**src/rtl/axis_pkg.sv**
```systemverilog
// axis_pkg: receive-FSM states and width helpers shared by the AXIS buffer blocks
package axis_pkg;
  typedef enum logic [1:0] {IDLE = 2'b00, IN_PKT = 2'b01, OVERSIZE = 2'b10} axis_rx_state_t;
  function automatic int ptr_w(input int depth);
    return $clog2(depth);
  endfunction
  function automatic int cnt_w(input int depth);
    return $clog2(depth) + 1;
  endfunction
endpackage

```
**src/rtl/axis_sync_fifo.sv**
```systemverilog
// axis_sync_fifo: first-word-fall-through synchronous FIFO, DEPTH a power of two
module axis_sync_fifo import axis_pkg::*; #(
  parameter int WIDTH = 8,
  parameter int DEPTH = 16
) (
  input  logic                    clk,
  input  logic                    rst,
  input  logic                    push,
  input  logic                    pop,
  input  logic [WIDTH-1:0]        wdata,
  output logic [WIDTH-1:0]        rdata,
  output logic [cnt_w(DEPTH)-1:0] level,
  output logic                    full,
  output logic                    empty
);
  localparam int AW = ptr_w(DEPTH);
  localparam int LW = cnt_w(DEPTH);
  logic [WIDTH-1:0] r_mem [DEPTH];
  logic [AW-1:0] r_wptr, r_rptr;
  logic [LW-1:0] r_level;
  logic w_push, w_pop;
  assign full = r_level == LW'(DEPTH);
  assign empty = r_level == '0;
  assign w_push = push & ~full;
  assign w_pop = pop & ~empty;
  assign rdata = r_mem[r_rptr];
  assign level = r_level;
  always_ff @(posedge clk) begin
    if (rst) begin
      r_wptr <= '0;
      r_rptr <= '0;
      r_level <= '0;
    end else begin
      r_wptr <= r_wptr + AW'(w_push);
      r_rptr <= r_rptr + AW'(w_pop);
      r_level <= r_level + LW'(w_push) - LW'(w_pop);
    end
  end
  always_ff @(posedge clk) if (w_push) r_mem[r_wptr] <= wdata;
endmodule

```
**src/rtl/axis_slave_pbuf.sv**
```systemverilog
// axis_slave_pbuf: AXIS slave with packet FIFO, cut-through or store-and-forward release.
// Define AXIS_SLAVE_PBUF_STATS_EN to add the rx_pkt_count/rx_beat_count counters.
module axis_slave_pbuf import axis_pkg::*; #(
  parameter int DATA_W = 8,
  parameter int DEPTH = 16,
  parameter int STORE_FWD = 0,
  parameter int CNT_W = cnt_w(DEPTH)
) (
  input  logic              s_axis_aclk,
  input  logic              s_axis_arst,
  input  logic [DATA_W-1:0] s_axis_tdata,
  input  logic              s_axis_tvalid,
  input  logic              s_axis_tlast,
  output logic              s_axis_tready,
  output logic [DATA_W-1:0] data_out,
  output logic              data_valid,
  output logic              data_last,
  input  logic              data_ready,
  output logic [CNT_W-1:0]  fill_level,
  output logic [CNT_W-1:0]  pkt_stored,
  output logic              err_oversize
`ifdef AXIS_SLAVE_PBUF_STATS_EN
  ,
  output logic [31:0]       rx_pkt_count,
  output logic [31:0]       rx_beat_count
`endif
);
  axis_rx_state_t r_state, w_state_nx;
  logic r_run;
  logic [CNT_W-1:0] r_pkt;
  logic [DATA_W:0] w_rdata;
  logic w_full, w_empty, w_push, w_pop, w_release;
  axis_sync_fifo #(.WIDTH(DATA_W + 1), .DEPTH(DEPTH)) u_fifo (
    .clk(s_axis_aclk), .rst(s_axis_arst), .push(w_push), .pop(w_pop),
    .wdata({s_axis_tlast, s_axis_tdata}), .rdata(w_rdata), .level(fill_level),
    .full(w_full), .empty(w_empty)
  );
  // r_run holds tready low through the reset cycle and the one after it
  assign s_axis_tready = r_run & ~w_full;
  assign w_push = s_axis_tvalid & s_axis_tready;
  assign w_release = (STORE_FWD == 0) || (r_pkt != '0) || (r_state == OVERSIZE);
  assign data_valid = ~w_empty & w_release;
  assign w_pop = data_valid & data_ready;
  assign data_out = data_valid ? w_rdata[DATA_W-1:0] : '0;
  assign data_last = data_valid & w_rdata[DATA_W];
  assign pkt_stored = r_pkt;
  // full buffer with no complete packet can never drain: fall back to cut-through
  assign err_oversize = (STORE_FWD != 0) && (r_state == IN_PKT) && w_full && (r_pkt == '0);
  always_comb begin
    w_state_nx = err_oversize ? OVERSIZE :
                 !w_push ? r_state :
                 s_axis_tlast ? IDLE :
                 (r_state == IDLE) ? IN_PKT : r_state;
  end
  always_ff @(posedge s_axis_aclk) begin
    if (s_axis_arst) begin
      r_state <= IDLE;
      r_run <= 1'b0;
      r_pkt <= '0;
    end else begin
      r_state <= w_state_nx;
      r_run <= 1'b1;
      r_pkt <= r_pkt + CNT_W'(w_push & s_axis_tlast) - CNT_W'(w_pop & data_last);
    end
  end
`ifdef AXIS_SLAVE_PBUF_STATS_EN
  logic [31:0] r_rx_pkt, r_rx_beat;
  assign rx_pkt_count = r_rx_pkt;
  assign rx_beat_count = r_rx_beat;
  always_ff @(posedge s_axis_aclk) begin
    if (s_axis_arst) begin
      r_rx_pkt <= '0;
      r_rx_beat <= '0;
    end else begin
      r_rx_pkt <= r_rx_pkt + 32'(w_push & s_axis_tlast);
      r_rx_beat <= r_rx_beat + 32'(w_push);
    end
  end
`endif
endmodule

```
**config.mk**
```make
export PLATFORM = sky130hd
export DESIGN_NAME = axis_slave_pbuf
export DESIGN_NICKNAME = d
export VERILOG_FILES = /design/src/rtl/axis_pkg.sv /design/src/rtl/axis_sync_fifo.sv /design/src/rtl/axis_slave_pbuf.sv
export SDC_FILE = /design/constraint.sdc
export NUM_CORES = 1
export LEC_CHECK = 0
export CAP_MARGIN = 20
export CORE_UTILIZATION = 55
export CTS_CLUSTER_SIZE = 12
export DETAILED_ROUTE_END_ITERATION = 6
export PLACE_DENSITY = 0.73
export SLEW_MARGIN = 15
export SYNTH_ARGS = -nofsm -noshare
export SYNTH_HDL_FRONTEND = slang
export SYNTH_SLANG_ARGS = --single-unit
```
**constraint.sdc**
```tcl
create_clock -name s_axis_aclk -period 4.15 [get_ports s_axis_aclk]
set_input_delay 0.83 -clock s_axis_aclk [delete_from_list [all_inputs] [get_ports s_axis_aclk]]
set_output_delay 0.83 -clock s_axis_aclk [all_outputs]
set_load 0.1 [all_outputs]
```
==> results of run 1 <==
==> flip-flops by register name (all words and copies together) (netlist names) <==
signal,flops
u_fifo.r_wptr,4
u_fifo.r_rptr,4
u_fifo.level,5
r_run,1
pkt_stored,5
u_fifo.r_mem,144
==> worst paths after layout <==
kind / start / to / slack (ns) / cells after the start
hold / removal: pkt_stored[0] / pkt_stored[0] / 0.59 / 2
setup / recovery: u_fifo.r_rptr[3] / data_out[2] / 0.76 / 6
hold reg to reg: pkt_stored[0] / pkt_stored[0] / 0.59 / 2
setup reg to reg: u_fifo.r_rptr[0] / pkt_stored[4] / 0.79 / 14
==> layer usage <==
| layer | GRT usage (%) | up-vias |
|---|---|---|
| met3 | 5.30 | 24 |
| met4 | 10.6 | 0 |
| met2 | 34.1 | 85 |
| met5 | 0 | - |
| met1 | 27.5 | 1720 |
| li1 | - | 1565 |
==> power by group through the flow <==
stage	Clock (mW)	Sequential, mW	Combinational [mW]
6_report	1.44	1.92	1.84
5_1_grt	1.54	1.93	1.96
4_1_cts	1.47	1.92	1.86
3_5_place_dp	0	1.96	1.85
3_3_place_gp	0	1.95	1.82
2_1_floorplan	0	2.23	1.22
==> cell usage after synthesis, types with 5 or more instances <==
cell type | instances | area [um2]
buf_2 | 6 | 30.0
clkbuf_1 | 5 | 18.8
dfxtp_1 | 19 | 380
edfxtp_1 | 144 | 4320
ha_1 | 15 | 188
inv_1 | 18 | 67.6
mux2_2 | 8 | 90.1
mux2i_1 | 20 | 200
mux4_1 | 28 | 736
mux4_2 | 6 | 135
nand3_1 | 6 | 30.0
nor2_1 | 29 | 109
nor2b_1 | 12 | 75.1
nor3_1 | 5 | 25.0
xor2_1 | 5 | 43.8
==> placed cells by master (no fill, tap or decap), types with 6 or more instances in the layout <==
cell,n
buf_4,32
clkbuf_16,17
clkdlybuf4s50_1,23
dfxtp_1,18
edfxtp_1,144
ha_1,15
inv_1,18
mux2_2,8
mux2i_1,20
mux4_1,28
mux4_2,6
nand3_1,6
nor2_1,29
nor2b_1,12
==> critical path: stages (launching register included) <==
cell     delay, ns
dfxtp_1       0.75
buf_4         0.38
mux4_1        0.32
mux2i_1       0.20
mux2_2        0.18
nor2_1        0.04
buf_4         0.28
==> area by class of cell <==
| cell class | instances | area, um2 |
|---|---|---|
| Timing Repair Buffer | 56 | 475 |
| Clock buffer | 17 | 425 |
| Fill cell | 835 | 4100 |
| Clock inverter | 15 | 131 |
| Multi-Input combinational cell | 168 | 1920 |
| Tap cell | 147 | 184 |
| Inverter | 19 | 71.3 |
| Sequential cell | 163 | 4710 |
==> cell families after synthesis <==
| family | share of synthesized area, % |
|---|---|
| AOI/OAI and AO/OA | 1.27 |
| adders and majority gates | 3.36 |
| xor gates and xnor gates | 1.03 |
| other | 0.0553 |
| and+or+nand+nor | 4.89 |
| buffers and inverters | 2.88 |
| DFF | 69.4 |
| muxes | 17.1 |
==> stage by stage <==
stage          instance area [um2]  hold slack [ns]
2_1_floorplan                 6800            0.557
3_3_place_gp                  7350            0.579
3_5_place_dp                  7350            0.578
4_1_cts                       7910            0.601
5_1_grt                       7910            0.623
6_report                      7910            0.593
==> results.tsv, run 1 <==
stage	metric	value	unit
power_and_ir_drop	Logic pwr share	35.4	%
sta	fmax	295	MHz
clock_network	CTS buffer count	17	
clock_network	setup bufs post-CTS	0	
yosys	mapped cell area	6780	um2
sta	post-route minimum period	3.39	ns
floorplanning	die extent in x	113	um
routing	final WL	12300	um
floorplanning	Die H	113	um
global_routing	largest net degree at the start of global routing	21	
clock_network	CTS max path bufs	2	
worst_setup_path	Crit Path Class	register to primary output	
sta	Setup TNS Final	0	ns
clock_network	H-tree Lvls	4	
routing	drt initial violations	140	
sta	final max-slew violation count	0	
worst_setup_path	CP Launch Type	register	
yosys	Synth Register Bits	163	
routing	top sig layer	met4	
routing	met1 wire length	5320	um
yosys	sequential fraction of the synthesis area	69.4	%
placed_design	pre-CTS setup slack	0.776	ns
yosys	post-synth cell types	37	
finish	Util after Layout	65.9	%
routing	met2 wire length	6060	um
worst_setup_path	Max FO, Critical Path	14	
yosys	Synth Net Count	398	
floorplanning	# IOs	35	
finish	nets	455	
yosys	cells after synthesis	368	
power_and_ir_drop	total power	5.20	mW
sta	Final period util	81.8	%
clock_network	clock root cell	clkbuf_16	
power_and_ir_drop	sw power	1.93	mW
worst_setup_path	CP endpoint kind	primary output	
placed_design	Inst Count DP	552	
global_routing	first-pass GRT wire length	19200	um
clock_network	CTS tree	done	
routing	Detail Route Antenna Nets	0	
sta	Final Worst Setup Slack	0.755	ns
routing	routed len/inst	21.0	um
finish	Non-Filler Instances	585	
sta	Hold Fails Final Rpt	0	
routing	DRC errors left	0	
clock_network	clock transition at the registers of the reported paths	0.06	ns
sta	Max-slew headroom	32.2	%
sta	Clock Skews	0.00740	ns
power_and_ir_drop	pwr dens	657	nW/um2
finish	layout cells sized above 1	19.2	%
global_routing	initial antenna violation count	0	
placed_design	Final Wtd Congestion	0.790	
floorplanning	Core Area	12000	um2
power_and_ir_drop	Clock power frac	27.7	%
yosys	ys flop type	edfxtp_1	
routing	Vias	3394	
power_and_ir_drop	internal power	3.27	mW
run_status	status	finished, final reports clean	
power_and_ir_drop	Net Sw Frac	37.1	%
floorplanning	initial core utilization	56.4	%
clock_network	post-cts sizing count	0	
worst_hold_path	HP Class	register to register	
power_and_ir_drop	sequential share of power	37.0	%
yosys	asr flop ratio synth	0	%
finish	Ant. Diodes	0	
routing	DR pass1 iterations	4	
yosys	Syn. warnings	0	
placed_design	HPWL Detailed	7990	um
yosys	Mean Syn Cell Area	18.4	um2
routing	number of vias per cell	5.80	
global_routing	number of global-route vias before repair	3533	
power_and_ir_drop	VDD IR max	0.578	mV
sta	Slew @ Worst Pin	1.01	ns
placed_design	IO buf count	33	
clock_network	# clock sinks	163	
global_routing	GR Util All Layers	21.3	%
finish	area growth from synthesis to layout	16.7	%
routing	DR WL met3	516	um
floorplanning	row cnt	40	
sta	unrepaired setup endpoints after global routing	false	
worst_setup_path	CP Data Required Time	3.32	ns
flow_run	maximum capacitance violations	0	
yosys	EDFF count, synth	144	
clock_network	Skew-Pair Late Insertion Delay	0.41	ns
floorplanning	Die ar.	12800	um2
clock_network	CTS Hold Buffers Added	0	
worst_setup_path	worst endpoint data arrival time	2.56	ns
sta	final setup fails	0	
global_routing	Overflow after GRT	0	
power_and_ir_drop	Static Leak	2.70	nW
Power figures use the tool's default switching activity.
==> run 2: changes to the inputs <==
==> constraint.sdc (replaced) <==
create_clock -name s_axis_aclk -period 3.4 [get_ports s_axis_aclk]
set_input_delay 0.68 -clock s_axis_aclk [delete_from_list [all_inputs] [get_ports s_axis_aclk]]
set_output_delay 0.68 -clock s_axis_aclk [all_outputs]
set_load 0.1 [all_outputs]
==> results.tsv, run 2 (synthesized netlist as in run 1, its figures left out) <==
stage	metric	value	unit	change
run_status	status	finished, final reports clean		unchanged
global_routing	first-pass GRT wire length	20400	um	was 19200 um
floorplanning	Die ar.	12800	um2	unchanged
finish	most frequent cells in the layout	edfxtp_1 (144), buf_4 (33), nor2_1 (29)		was edfxtp_1 (144), buf_4 (32), nor2_1 (29)
power_and_ir_drop	Clock power frac	28.5	%	was 27.7%
worst_setup_path	worst endpoint data arrival time	2.54	ns	was 2.56 ns
sta	post-route minimum period	3.22	ns	
floorplanning	die extent in x	113	um	unchanged
routing	routed len/inst	22.5	um	was 21.0 um
global_routing	largest net degree at the start of global routing	25		was 21
floorplanning	Die H	113	um	unchanged
power_and_ir_drop	Static Leak	2.81	nW	was 2.70 nW
placed_design	Inst Count DP	559		was 552
worst_setup_path	Worst R2R Path Depth	13		was 14
clock_network	CTS max path bufs	2		unchanged
power_and_ir_drop	sw power	2.38	mW	was 1.93 mW
power_and_ir_drop	internal power	4.38	mW	was 3.27 mW
routing	Detail Route Antenna Nets	0		unchanged
placed_design	pre-CTS setup slack	0.313	ns	was 0.776 ns
worst_setup_path	capturing point of the worst reg2reg path	pkt_stored[4]		unchanged
clock_network	CTS tree	done		unchanged
sta	Final period util	94.6	%	
floorplanning	row cnt	40		unchanged
clock_network	clock transition at the registers of the reported paths	0.06	ns	about the same
routing	DR WL met3	805	um	was 516 um
finish	nets	461		was 455
routing	DRC errors left	0		unchanged
worst_setup_path	slowest cell on the critical path	mux4_1		was dfxtp_1
worst_setup_path	reg2reg start	u_fifo.r_rptr[0]		unchanged
routing	drt initial violations	273		was 140
worst_setup_path	r2r setup slk	0.38	ns	was 0.79 ns
sta	final max-slew violation count	0		unchanged
clock_network	Skew-Pair Late Insertion Delay	0.42	ns	was 0.41 ns
worst_setup_path	CP endpoint kind	primary output		unchanged
worst_setup_path	Crit Path Class	register to primary output		unchanged
floorplanning	Core Area	12000	um2	unchanged
routing	top sig layer	met4		unchanged
clock_network	CTS Hold Buffers Added	0		unchanged
finish	commonest non-fill, non-tap cell in the layout	edfxtp_1		unchanged
worst_setup_path	Worst Setup SP	u_fifo.r_rptr[0]		was u_fifo.r_rptr[3]
sta	Hold Fails Final Rpt	0		unchanged
sta	Slew @ Worst Pin	0.968	ns	was 1.01 ns
sta	final setup fails	0		unchanged
routing	final WL	13300	um	was 12300 um
flow_run	maximum capacitance violations	0		unchanged
power_and_ir_drop	sequential share of power	34.8	%	was 37.0%
routing	Vias	3529		was 3394
clock_network	CTS buffer count	17		unchanged
power_and_ir_drop	VDD IR max	0.754	mV	was 0.578 mV
routing	met1 wire length	5600	um	was 5320 um
power_and_ir_drop	pwr dens	833	nW/um2	was 657 nW/um2
floorplanning	# IOs	35		unchanged
clock_network	# clock sinks	163		unchanged
finish	layout cells sized above 1	21.8	%	was 19.2%
finish	fillers	790		was 835
power_and_ir_drop	Net Sw Frac	35.2	%	was 37.1%
worst_setup_path	Max FO, Critical Path	21		was 14
worst_setup_path	slowest stage delay, CP	0.59	ns	was 0.75 ns
routing	DR pass1 iterations	7		was 4
finish	Non-Filler Instances	591		was 585
clock_network	H-tree Lvls	4		unchanged
sta	Max-slew headroom	35.3	%	was 32.2%
placed_design	Final Wtd Congestion	0.801		was 0.790
sta	Clock Skews	0.00848	ns	was 0.00740 ns
worst_setup_path	crit-path cells	buf_6 -> buf_6 -> mux4_1 -> mux2i_1 -> mux2_2 -> nor2_1 -> buf_12		was buf_4 -> mux4_1 -> mux2i_1 -> mux2_2 -> nor2_1 -> buf_4
power_and_ir_drop	Logic pwr share	36.7	%	was 35.4%
worst_setup_path	CP dominant cell by count	buf_6		was buf_4
finish	max reg flops	144		unchanged
routing	number of vias per cell	5.97		was 5.80
worst_setup_path	CP Data Required Time	2.72	ns	was 3.32 ns
clock_network	clock root cell	clkbuf_16		unchanged
placed_design	HPWL Detailed	8280	um	was 7990 um
sta	unrepaired setup endpoints after global routing	false		unchanged
worst_setup_path	worst setup path endpoint	data_out[5]		was data_out[2]
placed_design	IO buf count	33		unchanged
worst_hold_path	HP Class	register to register		unchanged
finish	Ant. Diodes	0		unchanged
routing	met2 wire length	6680	um	was 6060 um
global_routing	number of global-route vias before repair	3580		was 3533
global_routing	Overflow after GRT	0		unchanged
sta	Setup TNS Final	0	ns	unchanged
global_routing	GR Util All Layers	22.8	%	was 21.3%
sta	Final Worst Setup Slack	0.183	ns	was 0.755 ns
floorplanning	initial core utilization	56.4	%	unchanged
finish	Top reg by flops	u_fifo.r_mem		unchanged
sta	fmax	311	MHz	
finish	area growth from synthesis to layout	19.8	%	was 16.7%
global_routing	initial antenna violation count	0		unchanged
worst_setup_path	CP Launch Type	register		unchanged
run 2: cell types whose count changed in the layout (fill, tap and decap cells not counted), sizes merged:
cell / previous run / this run
buf: 33 / 44
bufinv: 1 / 4
clkbuf: 17 / 18
clkdlybuf4s50: 23 / 18
clkinv: 6 / 9
clkinvlp: 3 / 1
inv: 24 / 19
run 2: metrics by stage:
| step | total power [mW] | utilization (%) | area [um2] | hold slack (ns) |
|---|---|---|---|---|
| after floorplan | 4.22 | - | 6810 | 0.557 |
| after global placement | 4.83 | 62.6 | 7520 | 0.565 |
| after detailed placement | 4.87 | 62.6 | 7520 | 0.587 |
| after CTS | 6.81 | 67.6 | 8120 | 0.621 |
| after global routing | 7.02 | 67.6 | 8120 | 0.651 |
| final | 6.76 | 67.6 | 8120 | 0.618 |
run 2: critical path: cells and delay by family, from the launching register on:
family | cells | cell delay, ns
mux | 3 | 0.95
buf+inv | 3 | 0.71
simple gates | 1 | 0.06
flops | 1 | 0.38
run 2: worst min path at each step:
stage | from | endpoint | slack, ns | cells past startpoint
final | u_fifo.r_rptr[3] | u_fifo.r_rptr[3] | 0.62 | 2
after global routing | u_fifo.r_rptr[2] | u_fifo.r_rptr[2] | 0.65 | 2
after CTS | u_fifo.r_rptr[3] | u_fifo.r_rptr[3] | 0.62 | 2
after detailed placement | u_fifo.r_rptr[3] | u_fifo.r_rptr[3] | 0.59 | 2
after global placement | u_fifo.r_rptr[3] | u_fifo.r_rptr[3] | 0.56 | 2
after floorplan | u_fifo.r_wptr[1] | u_fifo.r_wptr[1] | 0.56 | 2
run 2: per-layer routing:
layer	vias up	track usage (%)
li1	1576	-
met1	1803	30.7
met2	133	36.7
met3	17	6.05
met4	0	7.46
met5	-	0
run 2: layout make-up:
| type | instances | area (um2) | share of cell area, % |
|---|---|---|---|
| flip-flops and latches | 163 | 4720 | 58.1 |
| multi-input cells | 168 | 1920 | 23.7 |
| repair buffers | 62 | 631 | 7.77 |
| clock buffers | 18 | 429 | 5.29 |
| well taps | 147 | 184 | 2.27 |
| clock inverters | 14 | 168 | 2.06 |
| inverters | 19 | 71.3 | 0.878 |
run 2: power groups by stage:
stage,registers [mW],clock network (mW),logic (mW)
detailed placement,2.39,0,2.48
floorplan,2.73,0,1.49
global placement,2.39,0,2.44
CTS,2.35,1.96,2.50
global route,2.37,2.04,2.61
finish,2.35,1.93,2.48
run 2: what timing repair did:
action	in CTS	in global routing
setup buffers	0	0
setup endpoints to repair	3	3
resized for setup	1	1
==> run 3: changes to the inputs <==
--- a/config.mk
+++ b/config.mk
@@ -9,6 +9,7 @@
 export CORE_UTILIZATION = 55
 export CTS_CLUSTER_SIZE = 12
 export DETAILED_ROUTE_END_ITERATION = 6
+export MAX_ROUTING_LAYER = met4
 export PLACE_DENSITY = 0.73
 export SLEW_MARGIN = 15
 export SYNTH_ARGS = -nofsm -noshare
==> results.tsv, run 3 (synthesized netlist as in run 1, its figures left out) <==
stage	metric	value	unit	change
floorplanning	Die H	113	um	unchanged
routing	number of vias per cell	5.92		was 5.97
sta	Clock Skews	0.00704	ns	was 0.00848 ns
global_routing	number of global-route vias before repair	3574		was 3580
routing	DR pass1 iterations	4		was 7
routing	final WL	13300	um	about the same
clock_network	CTS Hold Buffers Added	0		unchanged
sta	Slew @ Worst Pin	0.968	ns	about the same
worst_setup_path	Crit Path Class	register to primary output		unchanged
sta	Final period util	94.6	%	about the same
clock_network	CTS buffer count	17		unchanged
floorplanning	# IOs	35		unchanged
global_routing	Overflow after GRT	0		unchanged
placed_design	placed inst area	7520	um2	unchanged
flow_run	maximum capacitance violations	0		unchanged
global_routing	first-pass GRT wire length	20400	um	about the same
placed_design	HPWL Detailed	8280	um	unchanged
placed_design	IO buf count	33		unchanged
power_and_ir_drop	VDD IR max	0.754	mV	about the same
finish	Ant. Diodes	0		unchanged
sta	unrepaired setup endpoints after global routing	false		unchanged
finish	nets	461		unchanged
floorplanning	row cnt	40		unchanged
clock_network	CTS tree	done		unchanged
sta	Setup TNS Final	0	ns	unchanged
worst_setup_path	slowest stage delay, CP	0.59	ns	about the same
worst_setup_path	CP endpoint kind	primary output		unchanged
worst_setup_path	CP Data Required Time	2.72	ns	about the same
finish	most frequent cells in the layout	edfxtp_1 (144), buf_4 (33), nor2_1 (29)		unchanged
routing	DRC errors left	0		unchanged
worst_setup_path	slowest cell on the critical path	mux4_1		unchanged
floorplanning	Core Area	12000	um2	unchanged
worst_setup_path	CP dominant cell by count	buf_6		unchanged
routing	DR WL met3	702	um	was 805 um
routing	Detail Route Antenna Nets	0		unchanged
finish	final instance area	8120	um2	unchanged
floorplanning	Die ar.	12800	um2	unchanged
worst_hold_path	HP Class	register to register		unchanged
sta	fmax	311	MHz	about the same
power_and_ir_drop	Static Leak	2.81	nW	unchanged
clock_network	CTS max path bufs	2		unchanged
sta	final max-slew violation count	0		unchanged
routing	met2 wire length	6710	um	was 6680 um
worst_setup_path	buffer and inverter count on the worst path	3		unchanged
global_routing	initial antenna violation count	0		unchanged
clock_network	# clock sinks	163		unchanged
sta	Final Worst Setup Slack	0.185	ns	was 0.183 ns
finish	Top reg by flops	u_fifo.r_mem		unchanged
sta	post-route minimum period	3.22	ns	about the same
power_and_ir_drop	total power	6.77	mW	was 6.76 mW
finish	Util after Layout	67.6	%	unchanged
sta	Hold Fails Final Rpt	0		unchanged
clock_network	clock root cell	clkbuf_16		unchanged
routing	met1 wire length	5720	um	was 5600 um
finish	max reg flops	144		unchanged
routing	routed len/inst	22.5	um	about the same
sta	Max-slew headroom	35.3	%	about the same
finish	layout cells sized above 1	21.8	%	unchanged
routing	drt initial violations	313		was 273
power_and_ir_drop	pwr dens	833	nW/um2	about the same
worst_setup_path	Max FO, Critical Path	21		unchanged
run_status	status	finished, final reports clean		unchanged
placed_design	Final Wtd Congestion	0.812		was 0.801
sta	final setup fails	0		unchanged
finish	commonest non-fill, non-tap cell in the layout	edfxtp_1		unchanged
routing	Vias	3500		was 3529
worst_setup_path	CP Launch Type	register		unchanged
finish	fillers	790		unchanged
floorplanning	initial core utilization	56.4	%	unchanged
global_routing	GR Util All Layers	23.6	%	was 22.8%
clock_network	clock transition at the registers of the reported paths	0.06	ns	about the same
clock_network	H-tree Lvls	4		unchanged
routing	top sig layer	met4		unchanged
clock_network	Skew-Pair Late Insertion Delay	0.42	ns	about the same
global_routing	largest net degree at the start of global routing	25		unchanged
worst_setup_path	delay-heaviest family, CP	multiplexers		unchanged
placed_design	pre-CTS setup slack	0.313	ns	unchanged
worst_setup_path	crit-path cells	buf_6 -> buf_6 -> mux4_1 -> mux2i_1 -> mux2_2 -> nor2_1 -> buf_12		unchanged
worst_setup_path	worst endpoint data arrival time	2.54	ns	about the same
clock_network	setup bufs post-CTS	0		unchanged
floorplanning	die extent in x	113	um	unchanged
finish	area growth from synthesis to layout	19.8	%	unchanged
run 3: what timing repair did:
item                       4_1_cts  5_1_grt
cloned                           0        0
gates resized for setup          1        1
pin swaps                        0        0
setup endpoints to repair        3        2
run 3: worst paths after layout:
check	from	end	slack (ns)	depth (start not counted)
setup / recovery	u_fifo.r_rptr[0]	data_out[5]	0.18	7
hold reg to reg	u_fifo.r_rptr[2]	u_fifo.r_rptr[2]	0.63	2
setup reg to reg	u_fifo.r_rptr[0]	pkt_stored[4]	0.38	13
hold / removal	u_fifo.r_rptr[2]	u_fifo.r_rptr[2]	0.63	2
run 3: cell type report:
cell class	instances	area [um2]	share of cell area (%)
repair buffers	62	631	7.77
well taps	147	184	2.27
flip-flops and latches	163	4720	58.1
clock inverters	14	168	2.06
clock buffers	18	429	5.29
inverters	19	71.3	0.878
multi-input cells	168	1920	23.7
run 3: routing by layer:
layer	vias up	GRT usage (%)
li1	1574	-
met1	1789	31.1
met2	123	36.5
met3	14	6.16
met4	0	6.93
met5	-	-
run 3: through the flow:
| step | std cells | hold WS [ns] |
|---|---|---|
| finish | 591 | 0.625 |
| global route | 591 | 0.651 |
| CTS | 591 | 0.621 |
| detailed placement | 559 | 0.587 |
| global placement | 559 | 0.565 |
| floorplan | 368 | 0.557 |
run 3: worst reg2reg max path: cells and delay by family (launching register included):
kind            cells  cell delay, ns
buf+inv             2            0.10
fa+ha+maj           3            0.82
compound gates      4            0.69
mux                 1            0.56
simple gates        3            0.31
flops               1            0.38
run 3: report_power, final:
group	switching [mW]	leakage, nW	internal, mW
Combinational	1.58	1.06	0.898
Clock	0.723	0.293	1.21
Sequential	0.0798	1.46	2.27
Total	2.38	2.81	4.38
